===== config.mk =====
export PLATFORM = sky130hd
export DESIGN_NAME = pitch_event_filter_flat
export DESIGN_NICKNAME = d
export VERILOG_FILES = /design/src/rtl/pitch_event_pkg.sv /design/src/rtl/pitch_event_filter_if.sv /design/src/rtl/pitch_event_filter_event_timer.sv /design/src/rtl/pitch_event_filter.sv /design/src/flat_wrapper.sv
export SDC_FILE = /design/constraint.sdc
export NUM_CORES = 1
export LEC_CHECK = 0
export CORE_ASPECT_RATIO = 0.7
export CORE_MARGIN = 1
export CORE_UTILIZATION = 40
export CTS_BUF_LIST = sky130_fd_sc_hd__clkbuf_2
export CTS_CLUSTER_SIZE = 16
export DETAILED_ROUTE_END_ITERATION = 10
export GPL_TIMING_DRIVEN = 0
export PLACE_DENSITY = 0.71
export SLEW_MARGIN = 20
export SYNTH_ARGS = -nofsm -noshare
export SYNTH_HDL_FRONTEND = slang
export SYNTH_SLANG_ARGS = --single-unit

===== constraint.sdc =====
create_clock -name clk_100mhz -period 7.55 [get_ports clk_100mhz]
set_input_delay 1.51 -clock clk_100mhz [delete_from_list [all_inputs] [get_ports clk_100mhz]]
set_output_delay 1.51 -clock clk_100mhz [all_outputs]
set_load 0.02 [all_outputs]

===== src/rtl/pitch_event_pkg.sv =====
// Shared types and default periods for the FFT pitch event filter.
package pitch_event_pkg;

    typedef enum logic [2:0] {
        IDLE    = 3'd0,
        QUAL_HI = 3'd1,
        QUAL_LO = 3'd2,
        HELD_HI = 3'd3,
        HELD_LO = 3'd4,
        LOCKOUT = 3'd5
    } state_e;

    // Periods in clk_100mhz cycles: 20 ms dwell, 100 ms lockout, 300 ms repeat.
    localparam int unsigned DEF_DWELL_CYCLES   = 2_000_000;
    localparam int unsigned DEF_LOCKOUT_CYCLES = 10_000_000;
    localparam int unsigned DEF_REPEAT_CYCLES  = 30_000_000;
    localparam int unsigned DEF_CNT_W          = 25;

endpackage


===== src/rtl/pitch_event_filter_if.sv =====
// Pitch flag inputs and qualified navigation event outputs of pitch_event_filter.
interface pitch_event_filter_if;

    logic       enable;
    logic       hi_in;
    logic       lo_in;
    logic       hi_pulse;
    logic       lo_pulse;
    logic [7:0] event_count;
    logic [2:0] state_out;

    modport master (
        output enable, hi_in, lo_in,
        input  hi_pulse, lo_pulse, event_count, state_out
    );

    modport slave (
        input  enable, hi_in, lo_in,
        output hi_pulse, lo_pulse, event_count, state_out
    );

endinterface


===== src/rtl/pitch_event_filter_event_timer.sv =====
// Up counter with clear and increment enable, flagging when it equals a supplied terminal value.
module event_timer #(
    parameter int unsigned CNT_W = 25
) (
    input  logic             clk_100mhz,
    input  logic             reset,
    input  logic             clear,
    input  logic             inc,
    input  logic [CNT_W-1:0] term,
    output logic             at_term
);

    logic [CNT_W-1:0] count_d;
    logic [CNT_W-1:0] count_q;

    // NOTE: next-state logic assigns a default first so no path leaves count_d unassigned (no latch).
    always_comb begin
        count_d = count_q;
        if (clear) begin
            count_d = '0;
        end else if (inc) begin
            count_d = count_q + 1'b1;
        end
    end

    // NOTE: state registers use non-blocking assignment so every flop samples pre-edge values.
    always_ff @(posedge clk_100mhz) begin
        if (reset) begin
            count_q <= '0;
        end else begin
            count_q <= count_d;
        end
    end

    assign at_term = (count_q == term);

endmodule


===== src/rtl/pitch_event_filter.sv =====
// Qualifies synchronized FFT hi/lo pitch flags into single-cycle navigation events.
// Define AUTOREPEAT_EN to emit repeat events while a tone is held.
module pitch_event_filter
    import pitch_event_pkg::*;
#(
    parameter int unsigned DWELL_CYCLES   = DEF_DWELL_CYCLES,
    parameter int unsigned LOCKOUT_CYCLES = DEF_LOCKOUT_CYCLES,
    parameter int unsigned REPEAT_CYCLES  = DEF_REPEAT_CYCLES,
    parameter int unsigned CNT_W          = DEF_CNT_W
) (
    input  logic               clk_100mhz,
    input  logic               reset,
    pitch_event_filter_if.slave bus
);

    localparam logic [CNT_W-1:0] DWELL_TERM   = CNT_W'(DWELL_CYCLES - 1);
    localparam logic [CNT_W-1:0] LOCKOUT_TERM = CNT_W'(LOCKOUT_CYCLES - 1);
    localparam logic [CNT_W-1:0] REPEAT_TERM  = CNT_W'(REPEAT_CYCLES - 1);

    state_e           state_d, state_q;
    logic             hi_pulse_d, hi_pulse_q;
    logic             lo_pulse_d, lo_pulse_q;
    logic [7:0]       event_count_d, event_count_q;
    logic             tmr_clear, tmr_inc, tmr_at_term;
    logic [CNT_W-1:0] tmr_term;
    logic             is_hi, own, other;

    event_timer #(.CNT_W(CNT_W)) u_timer (
        .clk_100mhz (clk_100mhz),
        .reset      (reset),
        .clear      (tmr_clear),
        .inc        (tmr_inc),
        .term       (tmr_term),
        .at_term    (tmr_at_term)
    );

    // Direction the qualifying/held state tracks, and its own versus opposing flag.
    assign is_hi = (state_q == QUAL_HI) || (state_q == HELD_HI);
    assign own   = is_hi ? bus.hi_in : bus.lo_in;
    assign other = is_hi ? bus.lo_in : bus.hi_in;

    always_comb begin
        state_d    = state_q;
        hi_pulse_d = 1'b0;
        lo_pulse_d = 1'b0;
        tmr_clear  = 1'b0;
        tmr_inc    = 1'b0;
        tmr_term   = DWELL_TERM;

        unique case (state_q)
            IDLE: begin
                tmr_clear = 1'b1;
                if (bus.hi_in && !bus.lo_in) begin
                    state_d = QUAL_HI;
                end else if (bus.lo_in && !bus.hi_in) begin
                    state_d = QUAL_LO;
                end
            end
            QUAL_HI, QUAL_LO: begin
                if (!own || other) begin
                    state_d   = IDLE;
                    tmr_clear = 1'b1;
                end else if (tmr_at_term) begin
                    hi_pulse_d = is_hi;
                    lo_pulse_d = !is_hi;
                    state_d    = is_hi ? HELD_HI : HELD_LO;
                    tmr_clear  = 1'b1;
                end else begin
                    tmr_inc = 1'b1;
                end
            end
            HELD_HI, HELD_LO: begin
                tmr_term = REPEAT_TERM;
                if (!own) begin
                    state_d   = LOCKOUT;
                    tmr_clear = 1'b1;
                end else begin
`ifdef AUTOREPEAT_EN
                    if (tmr_at_term) begin
                        hi_pulse_d = is_hi;
                        lo_pulse_d = !is_hi;
                        tmr_clear  = 1'b1;
                    end else begin
                        tmr_inc = 1'b1;
                    end
`else
                    tmr_clear = 1'b1;
`endif
                end
            end
            LOCKOUT: begin
                tmr_term = LOCKOUT_TERM;
                if (tmr_at_term) begin
                    state_d   = IDLE;
                    tmr_clear = 1'b1;
                end else begin
                    tmr_inc = 1'b1;
                end
            end
            default: begin
                state_d   = IDLE;
                tmr_clear = 1'b1;
            end
        endcase

        // Disabling the filter wins over every transition above.
        if (!bus.enable) begin
            state_d    = IDLE;
            hi_pulse_d = 1'b0;
            lo_pulse_d = 1'b0;
            tmr_clear  = 1'b1;
            tmr_inc    = 1'b0;
        end

        event_count_d = event_count_q;
        if (hi_pulse_d || lo_pulse_d) begin
            event_count_d = event_count_q + 8'd1;
        end
    end

    always_ff @(posedge clk_100mhz) begin
        if (reset) begin
            state_q       <= IDLE;
            hi_pulse_q    <= 1'b0;
            lo_pulse_q    <= 1'b0;
            event_count_q <= 8'd0;
        end else begin
            state_q       <= state_d;
            hi_pulse_q    <= hi_pulse_d;
            lo_pulse_q    <= lo_pulse_d;
            event_count_q <= event_count_d;
        end
    end

    assign bus.hi_pulse    = hi_pulse_q;
    assign bus.lo_pulse    = lo_pulse_q;
    assign bus.event_count = event_count_q;
    assign bus.state_out   = state_q;

endmodule

===== src/flat_wrapper.sv =====
// flat-port wrapper written by rule: the top's interface ports become plain ports
module pitch_event_filter_flat import pitch_event_pkg::*;
#(
    parameter int unsigned DWELL_CYCLES   = DEF_DWELL_CYCLES,
    parameter int unsigned LOCKOUT_CYCLES = DEF_LOCKOUT_CYCLES,
    parameter int unsigned REPEAT_CYCLES  = DEF_REPEAT_CYCLES,
    parameter int unsigned CNT_W          = DEF_CNT_W
)
  (clk_100mhz, reset, bus_enable, bus_hi_in, bus_lo_in, bus_hi_pulse, bus_lo_pulse, bus_event_count, bus_state_out);
  pitch_event_filter_if bus_i ();
  input  logic clk_100mhz;
  input  logic reset;
  input wire logic [$bits(bus_i.enable)-1:0] bus_enable;
  input wire logic [$bits(bus_i.hi_in)-1:0] bus_hi_in;
  input wire logic [$bits(bus_i.lo_in)-1:0] bus_lo_in;
  output wire logic [$bits(bus_i.hi_pulse)-1:0] bus_hi_pulse;
  output wire logic [$bits(bus_i.lo_pulse)-1:0] bus_lo_pulse;
  output wire logic [$bits(bus_i.event_count)-1:0] bus_event_count;
  output wire logic [$bits(bus_i.state_out)-1:0] bus_state_out;
  assign bus_i.enable = bus_enable;
  assign bus_i.hi_in = bus_hi_in;
  assign bus_i.lo_in = bus_lo_in;
  assign bus_hi_pulse = bus_i.hi_pulse;
  assign bus_lo_pulse = bus_i.lo_pulse;
  assign bus_event_count = bus_i.event_count;
  assign bus_state_out = bus_i.state_out;
  pitch_event_filter #(.DWELL_CYCLES(DWELL_CYCLES), .LOCKOUT_CYCLES(LOCKOUT_CYCLES), .REPEAT_CYCLES(REPEAT_CYCLES), .CNT_W(CNT_W)) u_core (.clk_100mhz(clk_100mhz), .reset(reset), .bus(bus_i));
endmodule

==> metrics <==
run status=finished, final reports clean; GR Overflow Total=0; filler instances=450; Final Slew Violations=0; Tmin final=approximately 3400 ps; global-route wire length before repair=around 6.4 mm; final count of hold timing violations=0; DIE WIDTH=around 85 µm; max_cap viols=0; Slew HR=roughly three fifths; Max Clock Skew=approximately 11 ps; routed len/inst=around 13 µm; vias after detailed routing=approximately 1600; CTS resizes=0; Post-Place Cells=a little over 300; core area=0.00450 mm²; final wirelength=3.94 mm; commonest non-fill, non-tap cell in the layout=nor2_1; worst vdd ir=103 µV; Finished Core Util=between 40% and 50%; Sink Count=38; Yosys Warn Count=0; Synth cell types=44; share of layout cells above drive strength 1=around 4.3%; sequential share of the synthesized area=between 30% and 40%; Initial Utilization=between 40% and 50%; CTS H-tree lvls=2; HPWL after DPL=2.89 mm; # hold bufs at CTS=0; PD cells=about 140 mW/mm²; flop-to-flop setup slack=around 4700 ps; Worst Tran Pin Value=566 ps; Avg Inst Size Synth=roughly 8.4 µm²; dpl ws=around 3800 ps; Mapped Area=slightly below 0.002 mm²; clk_lat worst skew=about 380 ps; Crit Path Max Fanout=10; Bufs on Longest Clock Path=2; Vias/cell=approximately 5.3; Post-Synthesis Cells=232; # diodes=0; CTS buffer count=5; die height=about 60 µm; critical path type=input port to flip-flop; Final Power=317 µW; RSZ-0062 raised after global routing=no; CP Data Required Time=7850 ps; Syn-to-layout area delta=14.3%; root buffer cell=clkbuf_2; postcts setup bufs=0; fmax=about 300 MHz; PortBufs=17; Top FF cell, synth=dfxtp_1; clk slew on worst S/H paths=about 190 ps; Synth Net Count=between 200 and 250; asr flop ratio synth=0%; Iter 0 DRT Violations=roughly 90; Worst setup SP type=input port; critical path arrival=around 3700 ps; number of flops mapped to enable cells by yosys=0; HP Class=flip-flop to flip-flop; initial antenna violation count=0; number of global-route vias before repair=between 1000 and 1500; Final Wtd Congestion=approximately 0.85; Setup violations, final=0; Final ANT Viol Nets=0; GRT Resource Usage Total=16.1%; CTS tree=built; DRC=0; DIE AREA=around 0.0051 mm²; Top Ports=18; setup TNS=0 ps; largest net degree at the start of global routing=12; NumNets Final=~260; Worst Slack Setup Final=approximately 4200 ps; 1st-pass router iterations=4; non-filler cells in the finished layout=about 310; static leakage=0.722 nW; post-synthesis register bit count=38; crit share post-route=44.4%; leading cell types in the layout, fill and taps excluded=45 x nor2_1, 38 x dfxtp_1, 17 x clkdlybuf4s50_1; Setup crit end kind=flip-flop; FP Rows=20
[registers in the layout, indices dropped and copies added, names as in the netlist]
| register | cells |
|---|---|
| u_core.bus.hi_pulse | 1 |
| u_core.bus.state_out | 3 |
| u_core.bus.lo_pulse | 1 |
| u_core.u_timer.count_q | 25 |
| u_core.bus.event_count | 8 |
[critical path, stage by stage]
cell and delay, ps:
clkdlybuf4s50_1 590, nor2b_1 260, and2_1 160, o21ai_0 130, nor4_4 470, nand4_1 200, mux2_1 340
[synth_stat cells, drive strengths merged (2+ instances only)]
cell	count	area (µm²)
nor4	4	40.0
or3	2	12.5
inv	6	22.5
nand2	12	45.0
a31oi	3	18.8
ha	2	25.0
mux2	4	45.0
o21ai	5	25.0
a21oi	7	35.0
nor3	6	30.0
nand2b	4	25.0
nor4bb	2	20.0
nand3	9	45.0
or3b	2	17.5
and3	6	37.5
xnor2	12	105
nand4	10	62.6
a31o	3	26.3
o21bai	2	15.0
nor2	45	169
nor2b	11	68.8
nor4b	2	17.5
xor2	12	105
buf	2	10.0
clkbuf	6	22.5
dfxtp	38	761
[through the flow]
stage	hold slack [ps]	area, µm²
after global routing	500	2220
after detailed placement	446	2180
after CTS	476	2220
after floorplan	418	1940
final	472	2220
after global placement	436	2180
[power by group]
group          switching, mW  total, mW  leakage, nW  internal, mW
sequential           0.00184      0.204        0.306         0.202
clock                 0.0658     0.0887       0.0304        0.0228
combinational         0.0143     0.0248        0.385        0.0105
total                 0.0820      0.317        0.722         0.235
[cell type report]
class                   count  area (µm²)  share of cell area [%]
inverters                   6        22.5                    1.02
multi-input cells         180        1120                    50.6
well taps                  55        68.8                    3.11
clock buffers               6        30.0                    1.36
flip-flops and latches     38         761                    34.3
plain buffers               8        32.5                    1.47
clock inverters             2        8.76                   0.395
repair buffers             17         170                    7.68
[layer usage]
| layer | vias to the layer above | wire [µm] | global-route usage [%] |
|---|---|---|---|
| met4 | 0 | 34 | 4.36 |
| met5 | - | 0 | 0 |
| met3 | 5 | 200 | 4.56 |
| met2 | 40 | 1430 | 21.2 |
| met1 | 746 | 2270 | 24.9 |
| li1 | 857 | - | - |
[cell families after synthesis]
| group | Yosys count | share of synthesized area, % |
|---|---|---|
| buffers and inverters | 14 | 2.84 |
| and+or+nand+nor | 123 | 34.0 |
| adders and majority gates | 2 | 1.29 |
| DFF | 38 | 39.3 |
| xor gates and xnor gates | 24 | 10.8 |
| muxes | 5 | 2.84 |
| AOI/OAI and AO/OA | 26 | 8.91 |
[final timing paths]
| check | startpoint | cells past startpoint | end |
|---|---|---|---|
| setup reg to reg | u_core.bus.state_out[2] | 6 | u_core.bus.event_count[4] |
| hold / removal | u_core.u_timer.count_q[0] | 1 | u_core.u_timer.count_q[0] |
| setup / recovery | bus_hi_in | 7 | u_core.bus.event_count[4] |
| hold reg to reg | u_core.u_timer.count_q[0] | 1 | u_core.u_timer.count_q[0] |
Note: power is estimated with default switching activity, not from simulation.
